$ cat config.mk
export PLATFORM = sky130hd
export DESIGN_NAME = serializer_reg
export DESIGN_NICKNAME = d
export VERILOG_FILES = /design/src/rtl/serializer_pkg.sv /design/src/rtl/serializer_bit_counter.sv /design/src/rtl/serializer_reg.sv
export SDC_FILE = /design/constraint.sdc
export NUM_CORES = 1
export LEC_CHECK = 0
export ABC_CLOCK_PERIOD_IN_PS = 1400
export CAP_MARGIN = 10
export CORE_AREA = 3 3 40 42
export CTS_BUF_LIST = sky130_fd_sc_hd__clkbuf_8
export CTS_CLUSTER_SIZE = 28
export DETAILED_ROUTE_END_ITERATION = 7
export DIE_AREA = 0 0 43 45
export SETUP_SLACK_MARGIN = 0.4
export SKIP_CTS_REPAIR_TIMING = 1
export SLEW_MARGIN = 20
export SYNTH_ARGS = -nofsm -noshare
export SYNTH_HDL_FRONTEND = slang
export SYNTH_SLANG_ARGS = --single-unit
export TNS_END_PERCENT = 1
$ cat constraint.sdc
create_clock -name input_clock1_clk -period 1.4 [get_ports input_clock1_clk]
set_input_delay 0.35 -clock input_clock1_clk [delete_from_list [all_inputs] [get_ports input_clock1_clk]]
set_output_delay 0.35 -clock input_clock1_clk [all_outputs]
set_load 0.01 [all_outputs]
$ cat src/rtl/serializer_pkg.sv
// Shared types for the parallel-to-serial shifter: FSM state enum and its encoding width.
// Imported by serializer_reg and serializer_bit_counter.
package serializer_pkg;

  localparam int STATE_W = 2;

  typedef enum logic [STATE_W-1:0] {
    IDLE   = 2'd0,
    SHIFT  = 2'd1,
    PARITY = 2'd2
  } state_e;

  // Width of a counter able to index every bit of a WIDTH-bit word.
  function automatic int cnt_width(input int width);
    return (width > 1) ? $clog2(width) : 1;
  endfunction

endpackage

$ cat src/rtl/serializer_bit_counter.sv
// Bit-position counter for the serializer: clear dominates enable, saturates at WIDTH-1.
// Registered count, combinational last flag; no handshake of its own.
module serializer_bit_counter
  import serializer_pkg::*;
#(
  parameter int WIDTH = 4,
  parameter int CW    = cnt_width(WIDTH)
) (
  input  logic          clk,
  input  logic          rst,
  input  logic          clr,
  input  logic          en,
  output logic [CW-1:0] cnt_q,
  output logic          last
);

  logic [CW-1:0] cnt_d;

  assign last = (cnt_q == CW'(WIDTH - 1));

  always_comb begin
    cnt_d = cnt_q;
    if (clr) begin
      cnt_d = '0;
    end else if (en && !last) begin
      cnt_d = cnt_q + CW'(1);
    end
  end

  always_ff @(posedge clk) begin
    if (rst) begin
      cnt_q <= '0;
    end else begin
      cnt_q <= cnt_d;
    end
  end

endmodule

$ cat src/rtl/serializer_reg.sv
// Parallel-to-serial shifter: accepts a WIDTH-bit word, first bit appears 1 cycle after accept,
// one bit per shift_tick; in_ready only in IDLE or on the closing tick. Optional parity bit: SERIALIZER_PARITY_EN.
module serializer_reg
  import serializer_pkg::*;
#(
  parameter int WIDTH      = 4,
  parameter int MSB_FIRST  = 1,
  parameter bit IDLE_LEVEL = 1'b0
) (
  input  logic             input_clock1_clk,
  input  logic             input_push_button1_reset,
  input  logic             shift_tick,
  input  logic             in_valid,
  input  logic [WIDTH-1:0] in_data,
  output logic             in_ready,
  output logic             ser_out,
  output logic             ser_valid,
  output logic             frame_start,
  output logic             load_shift,
  output logic [WIDTH-1:0] shreg_q,
  output logic             done
);

  localparam int CW = cnt_width(WIDTH);

  state_e           state_q, state_d;
  logic [WIDTH-1:0] shreg_d;
  logic [WIDTH-1:0] shreg_next;
  logic             head_bit;
  logic             done_q, done_d;
  logic             accept;
  logic             cnt_clr, cnt_en, cnt_last;
  logic [CW-1:0]    cnt_q;
`ifdef SERIALIZER_PARITY_EN
  logic             parity_q, parity_d;
`endif

  // The output end of the register is fixed by MSB_FIRST; the far end zero-fills.
  assign head_bit   = (MSB_FIRST != 0) ? shreg_q[WIDTH-1] : shreg_q[0];
  assign shreg_next = (MSB_FIRST != 0) ? {shreg_q[WIDTH-2:0], 1'b0}
                                       : {1'b0, shreg_q[WIDTH-1:1]};
  assign done = done_q;

  serializer_bit_counter #(
    .WIDTH (WIDTH),
    .CW    (CW)
  ) u_bit_counter (
    .clk   (input_clock1_clk),
    .rst   (input_push_button1_reset),
    .clr   (cnt_clr),
    .en    (cnt_en),
    .cnt_q (cnt_q),
    .last  (cnt_last)
  );

  always_comb begin
    state_d     = state_q;
    shreg_d     = shreg_q;
    done_d      = 1'b0;
    in_ready    = 1'b0;
    cnt_clr     = 1'b0;
    cnt_en      = 1'b0;
    ser_valid   = 1'b0;
    ser_out     = IDLE_LEVEL;
    frame_start = 1'b0;
    load_shift  = 1'b0;
    accept      = 1'b0;
`ifdef SERIALIZER_PARITY_EN
    parity_d    = parity_q;
`endif

    case (state_q)
      IDLE: begin
        in_ready   = 1'b1;
        load_shift = 1'b1;
      end
      SHIFT: begin
        ser_valid   = 1'b1;
        ser_out     = head_bit;
        frame_start = (cnt_q == '0);
        if (shift_tick) begin
          if (!cnt_last) begin
            shreg_d = shreg_next;
            cnt_en  = 1'b1;
          end else begin
`ifdef SERIALIZER_PARITY_EN
            state_d = PARITY;
`else
            // Closing tick: shreg keeps its final value; a new word may chain in.
            in_ready = 1'b1;
            state_d  = IDLE;
            cnt_clr  = 1'b1;
            done_d   = 1'b1;
`endif
          end
        end
      end
`ifdef SERIALIZER_PARITY_EN
      PARITY: begin
        ser_valid = 1'b1;
        ser_out   = parity_q;
        if (shift_tick) begin
          in_ready = 1'b1;
          state_d  = IDLE;
          cnt_clr  = 1'b1;
          done_d   = 1'b1;
        end
      end
`endif
      default: begin
        state_d = IDLE;
      end
    endcase

    // Reset blocks the accept even though in_ready may read high that cycle.
    accept = in_valid & in_ready & ~input_push_button1_reset;
    if (accept) begin
      shreg_d = in_data;
      state_d = SHIFT;
      cnt_clr = 1'b1;
      done_d  = 1'b0;
`ifdef SERIALIZER_PARITY_EN
      parity_d = ^in_data;
`endif
    end
  end

  always_ff @(posedge input_clock1_clk) begin
    if (input_push_button1_reset) begin
      state_q  <= IDLE;
      shreg_q  <= '0;
      done_q   <= 1'b0;
`ifdef SERIALIZER_PARITY_EN
      parity_q <= 1'b0;
`endif
    end else begin
      state_q  <= state_d;
      shreg_q  <= shreg_d;
      done_q   <= done_d;
`ifdef SERIALIZER_PARITY_EN
      parity_q <= parity_d;
`endif
    end
  end

endmodule

Yosys cells after proc, flatten, opt, wreduce, memory -nomap -nowiden
Index checks and enable logic that the tools add are counted.
{ "word_totals": {"reg_bits": 9, "latchBits": 0, "ramBits": 0, "rom_bits": 0, "input_bits": 8, "mem_count": 0} }
{ "op_classes": {"addsub": 1, "n_mul": 0, "n_div": 0, "magnitude_cmp": 0, "n_eq_ne": 8, "shifts": 0, "mux": 20, "n_bitwise": 4, "n_reduce_logical": 11} }
{ "ops": {"columns": ["operator", "n"], "rows": [
  ["$mux 4", 4],
  ["$mux 1", 12],
  ["$reduce_and 3->1", 3],
  ["$ne 2x2->1 const B", 4],
  ["$ne 3x3->1 const B", 2],
  ["$logic_not 2->1", 2],
  ["$mux 2", 2],
  ["$pmux 2 s2", 1],
  ["$reduce_bool 2->1", 2],
  ["$reduce_or 2->1", 2],
  ["$add 2x1->2 const B", 1],
  ["$and 1x1->1", 2],
  ["$eq 2x1->1 const B", 1],
  ["$eq 2x2->1 const B", 1],
  ["$not 1->1", 2],
  ["$pmux 1 s2", 1],
  ["$logic_and 1x1->1", 1],
  ["$logic_not 1->1", 1]
]} }

Longest topological paths before layout
{ "depth": {"ltp_word": 8, "ltp_mapped": 5, "mapped_depth_nobuf": 5} }

By module
A second synthesis with hierarchy kept.
{ "unflattened": {"hier_cells": 46, "hier_area_um2": 436.7} }
{ "modules_own_cells": {"columns": ["module", "instances", "cells_each", "area_each_um2", "seq_area_each_um2"], "rows": [
  ["serializer_reg", 1, 38, 331.6, 120.1],
  ["serializer_bit_counter", 1, 8, 105.1, 40.0]
]} }

Worst setup path before layout
No wires, ideal clock.
{ "synth_timing": {"path_type": "input to output", "start": "in u_bit_counter.cnt_q[0]", "end": "out in_ready", "t_arrival_ns": 0.826, "required_time_ns": 1.050, "setup_slack_ns": 0.224, "stages": 4, "path_cell_list": "dfxtp_1 ha_1 a21boi_4 inv_4"} }
{ "synth_between": {"elab_chain_cells": 4} }
{ "synth_rtl": {"columns": ["item", "line", "rtl"], "rows": [
  ["start: declaration", "serializer_bit_counter.sv:13", "output logic [CW-1:0] cnt_q,"],
  ["$eq 2x2->1", "serializer_bit_counter.sv:19", "assign last = (cnt_q == CW'(WIDTH - 1));"],
  ["$mux 1", "serializer_reg.sv:82", "if (!cnt_last) begin"],
  ["$mux 1", "serializer_reg.sv:81", "if (shift_tick) begin"],
  ["$pmux 1 s2", "serializer_reg.sv:72", "case (state_q)"],
  ["end: declaration", "serializer_reg.sv:15", "output logic in_ready,"]
]} }
No other way between the ends.

Worst setup path in the final report
Same ends and word-level chain as after synthesis.

==> results.toml <==
[worst_setup_path]
crit_buf_inv = 2
worst-path-stages = 4
r2r-start = "u_bit_counter.cnt_q[0]"
cp_cell_sequence = "ha_4 > a21boi_4 > inv_4 > clkbuf_2"
r2r_cells = 5
cpPeakStageDelay_ns = 0.35
worstSetupPathType = "flip-flop to output port"
end_kind = "output port"
cp_max_fo = 3
cp_slowest_cell = "dfxtp_4"
startpoint_type = "flip-flop"
cp_data_required_time_ns = 1.05
critPathCapture = "in_ready"
cp_top_family = "flip-flops"
r2r_end = "shreg_q[1]"
crit_arrival_ns = 1.08
ff2ff_setup_slack_ns = 0.10
critPathLaunch = "u_bit_counter.cnt_q[0]"

[cells_and_area]
drive_gt1_frac = 0.653
ff_latch_area_um2 = 175
final_cell_area_um2 = 815
layout_common_cells = "buf_6, buf_4, dfxtp_2"
antenna-diode-count = 0
nFillCells = 111
final_common_cell = "buf_6"
final_cells = 87
fin_nets = 84
area_growth_pct = 88.2
multiInputGateArea_um2 = 294

[logic_synthesis]
netlist_instances = 44
synth_fa_ha_area_frac = 0.0578
synth_xor_area_frac = 0
synth_mux_area_frac = 0.0462
synth_nets = 54
ys_warn_count = 0
yosysUniqueCellTypes = 21
synth-seq-cells = 8
synth.cell_area_um2 = 433
synth_compound_area_frac = 0.214
ys_seq_area_frac = 0.370
synth_top_family_by_area = "simple AND/OR/NAND/NOR gates"
synth_simple_gate_area_share = 0.228
synth_area_per_cell_um2 = 9.84

[grt]
grt_max_degree = 7
gr-usage-met2 = 0.225
first_global_vias = 432
antenna_found_initial = 0
grt_use_total = 0.137
grt_overflow = 0
grt_util_met1 = 0.157
globalRoute.busiestLayer = "met2"
grt_pass1_wl_mm = 1.94
use_met3 = 0.0598

[clocking]
cts_made_buffers = 3
clock_path_buffers = 2
cts_sinks = 8
clkLatencyLatePin_ns = 0.24
cts_tree = "built"
clk_pin_slew_worst_paths_ns = 0.04
h-tree-depth = 1
ctsRootBufferMaster = "clkbuf_8"

[route]
drt_pass1_iterations = 4
drt_iter0_markers = 3
detail_route.wl_per_cell_um = 13.0
antenna_left = 0
drc_errors = 0
routed_wirelength_mm = 1.13
viasPerCell = 5.13
num_vias = 446

[floorplan]
num_rows = 13
die_h_um = 45
core_area_mm2 = 0.00128
boundaryPins = 18
initial_core_util = 0.337
die-area_mm2 = 0.00194
die_x_um = 43

[hold_path]
hold_depth = 3
min_path_type = "input port to flip-flop"

[sta]
worstMarginPinSlew_ns = 0.254
rsz0062_at_grt = "true"
max_freq_mhz = 700
setup_viol = 2
setup_slack_ns = -0.0285
slew_headroom = 0.830
fin_crit_ns = 1.43
clock_skew_ns = 0.00453
finalHoldViolCount = 0
min_period_over_period = 1.02
slew_violations = 0
whs_ns = 0.452

[place]
place_ws_ns = -0.487
dp_cells = 84
port_buffers = 17
dpl.hpwl_um = 861
dpl_cell_area_um2 = 698
gp_congestion = 0.807

[outcome]
violations = "negative setup slack"
status = "finished with violations"

[power]
finalPower_uw = 704
ir_worst_vdd_mv = 0.579
p_leak_nw = 0.364
p_per_area_mw_per_mm2 = 865

[run]
cap_violations = 0
per-layer routing:
| metal | vias up | routed length, um | share of wire |
|---|---|---|---|
| met5 | - | 0 | 0 |
| met4 | 0 | 16 | 0.014 |
| met3 | 2 | 79 | 0.070 |
| met2 | 20 | 585 | 0.52 |
| met1 | 207 | 449 | 0.40 |
| li1 | 217 | - | - |
synth_stat cells:
cell type	count	share of area
a211oi_1	2	0.035
a21boi_4	1	0.043
a21oi_1	3	0.035
a221oi_2	1	0.035
a31oi_1	1	0.014
and2_2	2	0.035
buf_6	1	0.026
clkbuf_1	1	0.0087
dfxtp_1	8	0.37
ha_1	2	0.058
inv_1	4	0.035
inv_4	1	0.014
mux2i_1	2	0.046
nand2_1	3	0.026
nand2b_1	1	0.014
nand3_1	2	0.023
nand3b_4	1	0.046
nand4b_1	2	0.040
nor3_1	2	0.023
nor4b_1	1	0.020
o211ai_1	3	0.052
logic make-up after synthesis:
| kind of cell | after synthesis |
|---|---|
| AO/OA/AOI/OAI | 11 |
| adder cells (fa/ha/maj) | 2 |
| buffers and inverters | 7 |
| flip-flops | 8 |
| multiplexers | 2 |
| AND/OR/NAND/NOR | 14 |
area by class of cell:
cell class / instances / share of cell area
Sequential cell: 8 / 0.215
Clock buffer: 3 / 0.0507
Inverter: 5 / 0.0261
Timing Repair Buffer: 27 / 0.324
Multi-Input combinational cell: 29 / 0.361
Tap cell: 15 / 0.0230
power by group:
group          total [mW]  switching, mW  internal [mW]  leakage [nW]
clock network       0.284         0.0971          0.187        0.0216
registers           0.256         0.0141          0.242        0.0694
logic               0.164         0.0688         0.0955         0.273
total               0.704          0.180          0.524         0.364
worst reg2reg max path: stages (launching register included):
cell	delay [ns]
dfxtp_4	0.35
ha_4	0.17
buf_4	0.14
nand3b_4	0.19
mux2i_1	0.15
a211oi_2	0.22
state kept, by name, summed over array words and instances (netlist names):
signal               count
done                     1
u_bit_counter.cnt_q      2
shreg_q                  4
state_q                  1
stage by stage:
stage	TNS, ns	util
after floorplan	0	-
after global placement	-1.59	0.543
after detailed placement	-1.77	0.543
after CTS	-2.03	0.575
after global routing	-0.102	0.634
final	-0.0309	0.634
worst min path at each step:
stage	from	end	slack, ns
after floorplan	in_valid	done	0.43
after global placement	u_bit_counter.cnt_q[1]	u_bit_counter.cnt_q[1]	0.49
after detailed placement	shreg_q[0]	shreg_q[0]	0.50
after CTS	shreg_q[0]	shreg_q[0]	0.51
after global routing	in_valid	done	0.47
final	in_valid	done	0.45
No activity file was read; power rests on OpenSTA's default activity.
==> edit: new RTL, same flow settings <==
Make the reset (`input_push_button1_reset` and `rst`) asynchronous in 2 clocked blocks.
--- a/src/rtl/serializer_bit_counter.sv
+++ b/src/rtl/serializer_bit_counter.sv
@@ -28,5 +28,5 @@
   end
 
-  always_ff @(posedge clk) begin
+  always_ff @(posedge clk or posedge rst) begin
     if (rst) begin
       cnt_q <= '0;
--- a/src/rtl/serializer_reg.sv
+++ b/src/rtl/serializer_reg.sv
@@ -126,5 +126,5 @@
   end
 
-  always_ff @(posedge input_clock1_clk) begin
+  always_ff @(posedge input_clock1_clk or posedge input_push_button1_reset) begin
     if (input_push_button1_reset) begin
       state_q  <= IDLE;
Formal check against the unedited RTL: differs if input_push_button1_reset is asserted again (counterexample within 4 cycles, from zero or initial values and one cycle with input_push_button1_reset high); with input_push_button1_reset held inactive, the same outputs for 10 cycles.
==> edit against the unedited design <==
The flow still finishes with violations (negative setup slack). Final area down 10%. Synthesized cell count unchanged. Worst setup slack worse by 0.077 ns. Die area unchanged. Synthesized area down 1.2%. Critical path depth down 1. Sequential cell count unchanged. Routed wire length down 11%. Count of clock-buffer cells in the layout unchanged. Final cell count unchanged. Register-to-register slack worse by 0.19 ns. Critical path type unchanged. Critical endpoint unchanged. Highest routed layer unchanged.
Power is not compared: it rests on default switching activity, and its combinational part moved more than twofold at a synthesized area within 25%.
==> edit: results (changes against the unedited design) <==
| Metric | Value |
|---|---|
| Detailed Route Iter0 Violations | `1 (-2)` |
| Failing checks | `negative setup slack` |
| Largest net degree at the start of global routing | `9 (+2)` |
| Primary FF master, synth | `dfrtp_1` |
| All-Layer GR Usage | `0.109 (-0.0275)` |
| First-pass GRT wire length | `1.50 mm (-23%)` |
| M2 GR Usage | `0.147 (-0.0778)` |
| Lkg Pwr | `around 0.37 nW` |
| HPWL Detailed | `738 µm (-14%)` |
| GRT met3 Usage | `0.0478 (-0.0120)` |
| Metal-1 WL | `449 µm (unchanged)` |
| Final wirelength | `1.00 mm (-11%)` |
| Antenna violations before repair | `0 (unchanged)` |
| CP max stage cell | `dfrtp_1` |
| Routability Congestion | `0.812 (+0.58%)` |
| Worst Hold Class | `input pin to asynchronous set/reset pin` |
| Worst-Margin Slew | `0.332 ns (+0.0776 ns)` |
| Distinct cells, synth | `20 (-4.8%)` |
| Routed met2 length | `462 µm (-21%)` |
| Clock period minus worst slack | `1.51 ns (+0.0768 ns)` |
| Worst-Skew Late Latency | `0.22 ns (-0.02 ns)` |
| Crit path arrival time | `1.16 ns (+0.08 ns)` |
| Final setup viols | `5 (+3)` |
| Family with the most delay on the worst path | `flip-flops` |
| Final worst setup slack | `-0.105 ns (-0.0768 ns)` |
| Total CTS buffers | `3 (unchanged)` |
| Yosys warnings | `0 (unchanged)` |
| Root Buffer | `clkbuf_8` |
| Asr flop ratio synth | `1.00 (+1.00)` |
| Pre-CTS WS | `-0.458 ns (+0.0287 ns)` |
| Largest regs | `shreg_q x4, u_bit_counter.cnt_q x2` |
| H-tree depth | `1 (unchanged)` |
| Final net count | `84 (unchanged)` |
| Final clock skew | `0.000269 ns (-0.00426 ns)` |
| Max stage delay on crit path | `0.41 ns (+0.06 ns)` |
| Synth cell count leaders | `dfrtp_1 (8), inv_1 (7), nand2_1 (6)` |
| Register area share after synthesis | `0.468 (+0.0979)` |
| Final setup TNS | `-0.404 ns (-0.373 ns)` |
| Maxcap violations | `0 (unchanged)` |
| Wire length on met3 | `65 µm (-18%)` |
| Register-to-Register Setup Slack | `-0.09 ns (-0.19 ns)` |
| Vias in the first global route | `346 (-20%)` |
| Worst vdd ir | `roughly 1200 µV` |
| Status | `complete, but fails checks` |
| Met1 GRT Util | `0.149 (-0.00887)` |
| Drt first pass iters | `3 (-1)` |
| Routed vias | `407 (-8.7%)` |
| Largest cells by area after synthesis | `dfrtp_1 (47%), inv_1 (6.1%), ha_1 (5.8%), nand2_1 (5.3%), a221o_1 (4.7%)` |
| Share of cells above drive strength 1 | `0.431 (-0.222)` |
edit: layout make-up:
type / instances / area [µm²]
fillers: 129 / 553
multi-input cells: 28 / 236
repair buffers: 26 / 208
flip-flops and latches: 8 / 201
clock buffers: 3 / 41.3
inverters: 7 / 26.3
well taps: 15 / 18.8
edit: kinds of logic (layout without fill, tap and decap cells):
logic type	after synthesis	after routing	synth area share
AOI/OAI and AO/OA	8	8	0.164
and+or+nand+nor	18	18	0.222
adders and majority gates	2	2	0.0585
buffers and inverters	8	36	0.0877
DFF	8	8	0.468
edit: power breakdown:
group	leakage, nW	internal (mW)	switching [mW]	total, mW
clock network	0.0216	0.186	0.0881	0.274
logic	0.250	0.437	0.337	0.774
registers	0.0986	0.326	0.0883	0.414
total	0.370	0.948	0.514	1.46
edit: metrics by stage:
step                      instance area [µm²]  cells  utilization  hold slack, ns
after floorplan                           440     44            -           0.166
after global placement                    678     83        0.528           0.518
after detailed placement                  678     83        0.528           0.531
after CTS                                 719     86        0.560           0.537
after global routing                      732     87        0.570           0.555
final                                     732     87        0.570           0.530
edit: worst paths after layout:
| path | from | endpoint | depth (start not counted) |
|---|---|---|---|
| worst max register to register | u_bit_counter.cnt_q[1] | shreg_q[3] | 5 |
| worst min-delay path | input_push_button1_reset | u_bit_counter.cnt_q[1] | 3 |
| max in group asynchronous | input_push_button1_reset | state_q[0] | 3 |
| worst min register to register | shreg_q[3] | shreg_q[3] | 1 |
| worst max-delay path | u_bit_counter.cnt_q[1] | in_ready | 3 |
| min in group input_clock1_clk | shreg_q[3] | shreg_q[3] | 1 |
edit: worst register-to-register path, cell delays in order, from the launching register on:
cell,delay (ns)
dfrtp_1,0.41
ha_4,0.18
a21bo_4,0.21
buf_6,0.12
and2_4,0.14
a221o_1,0.31
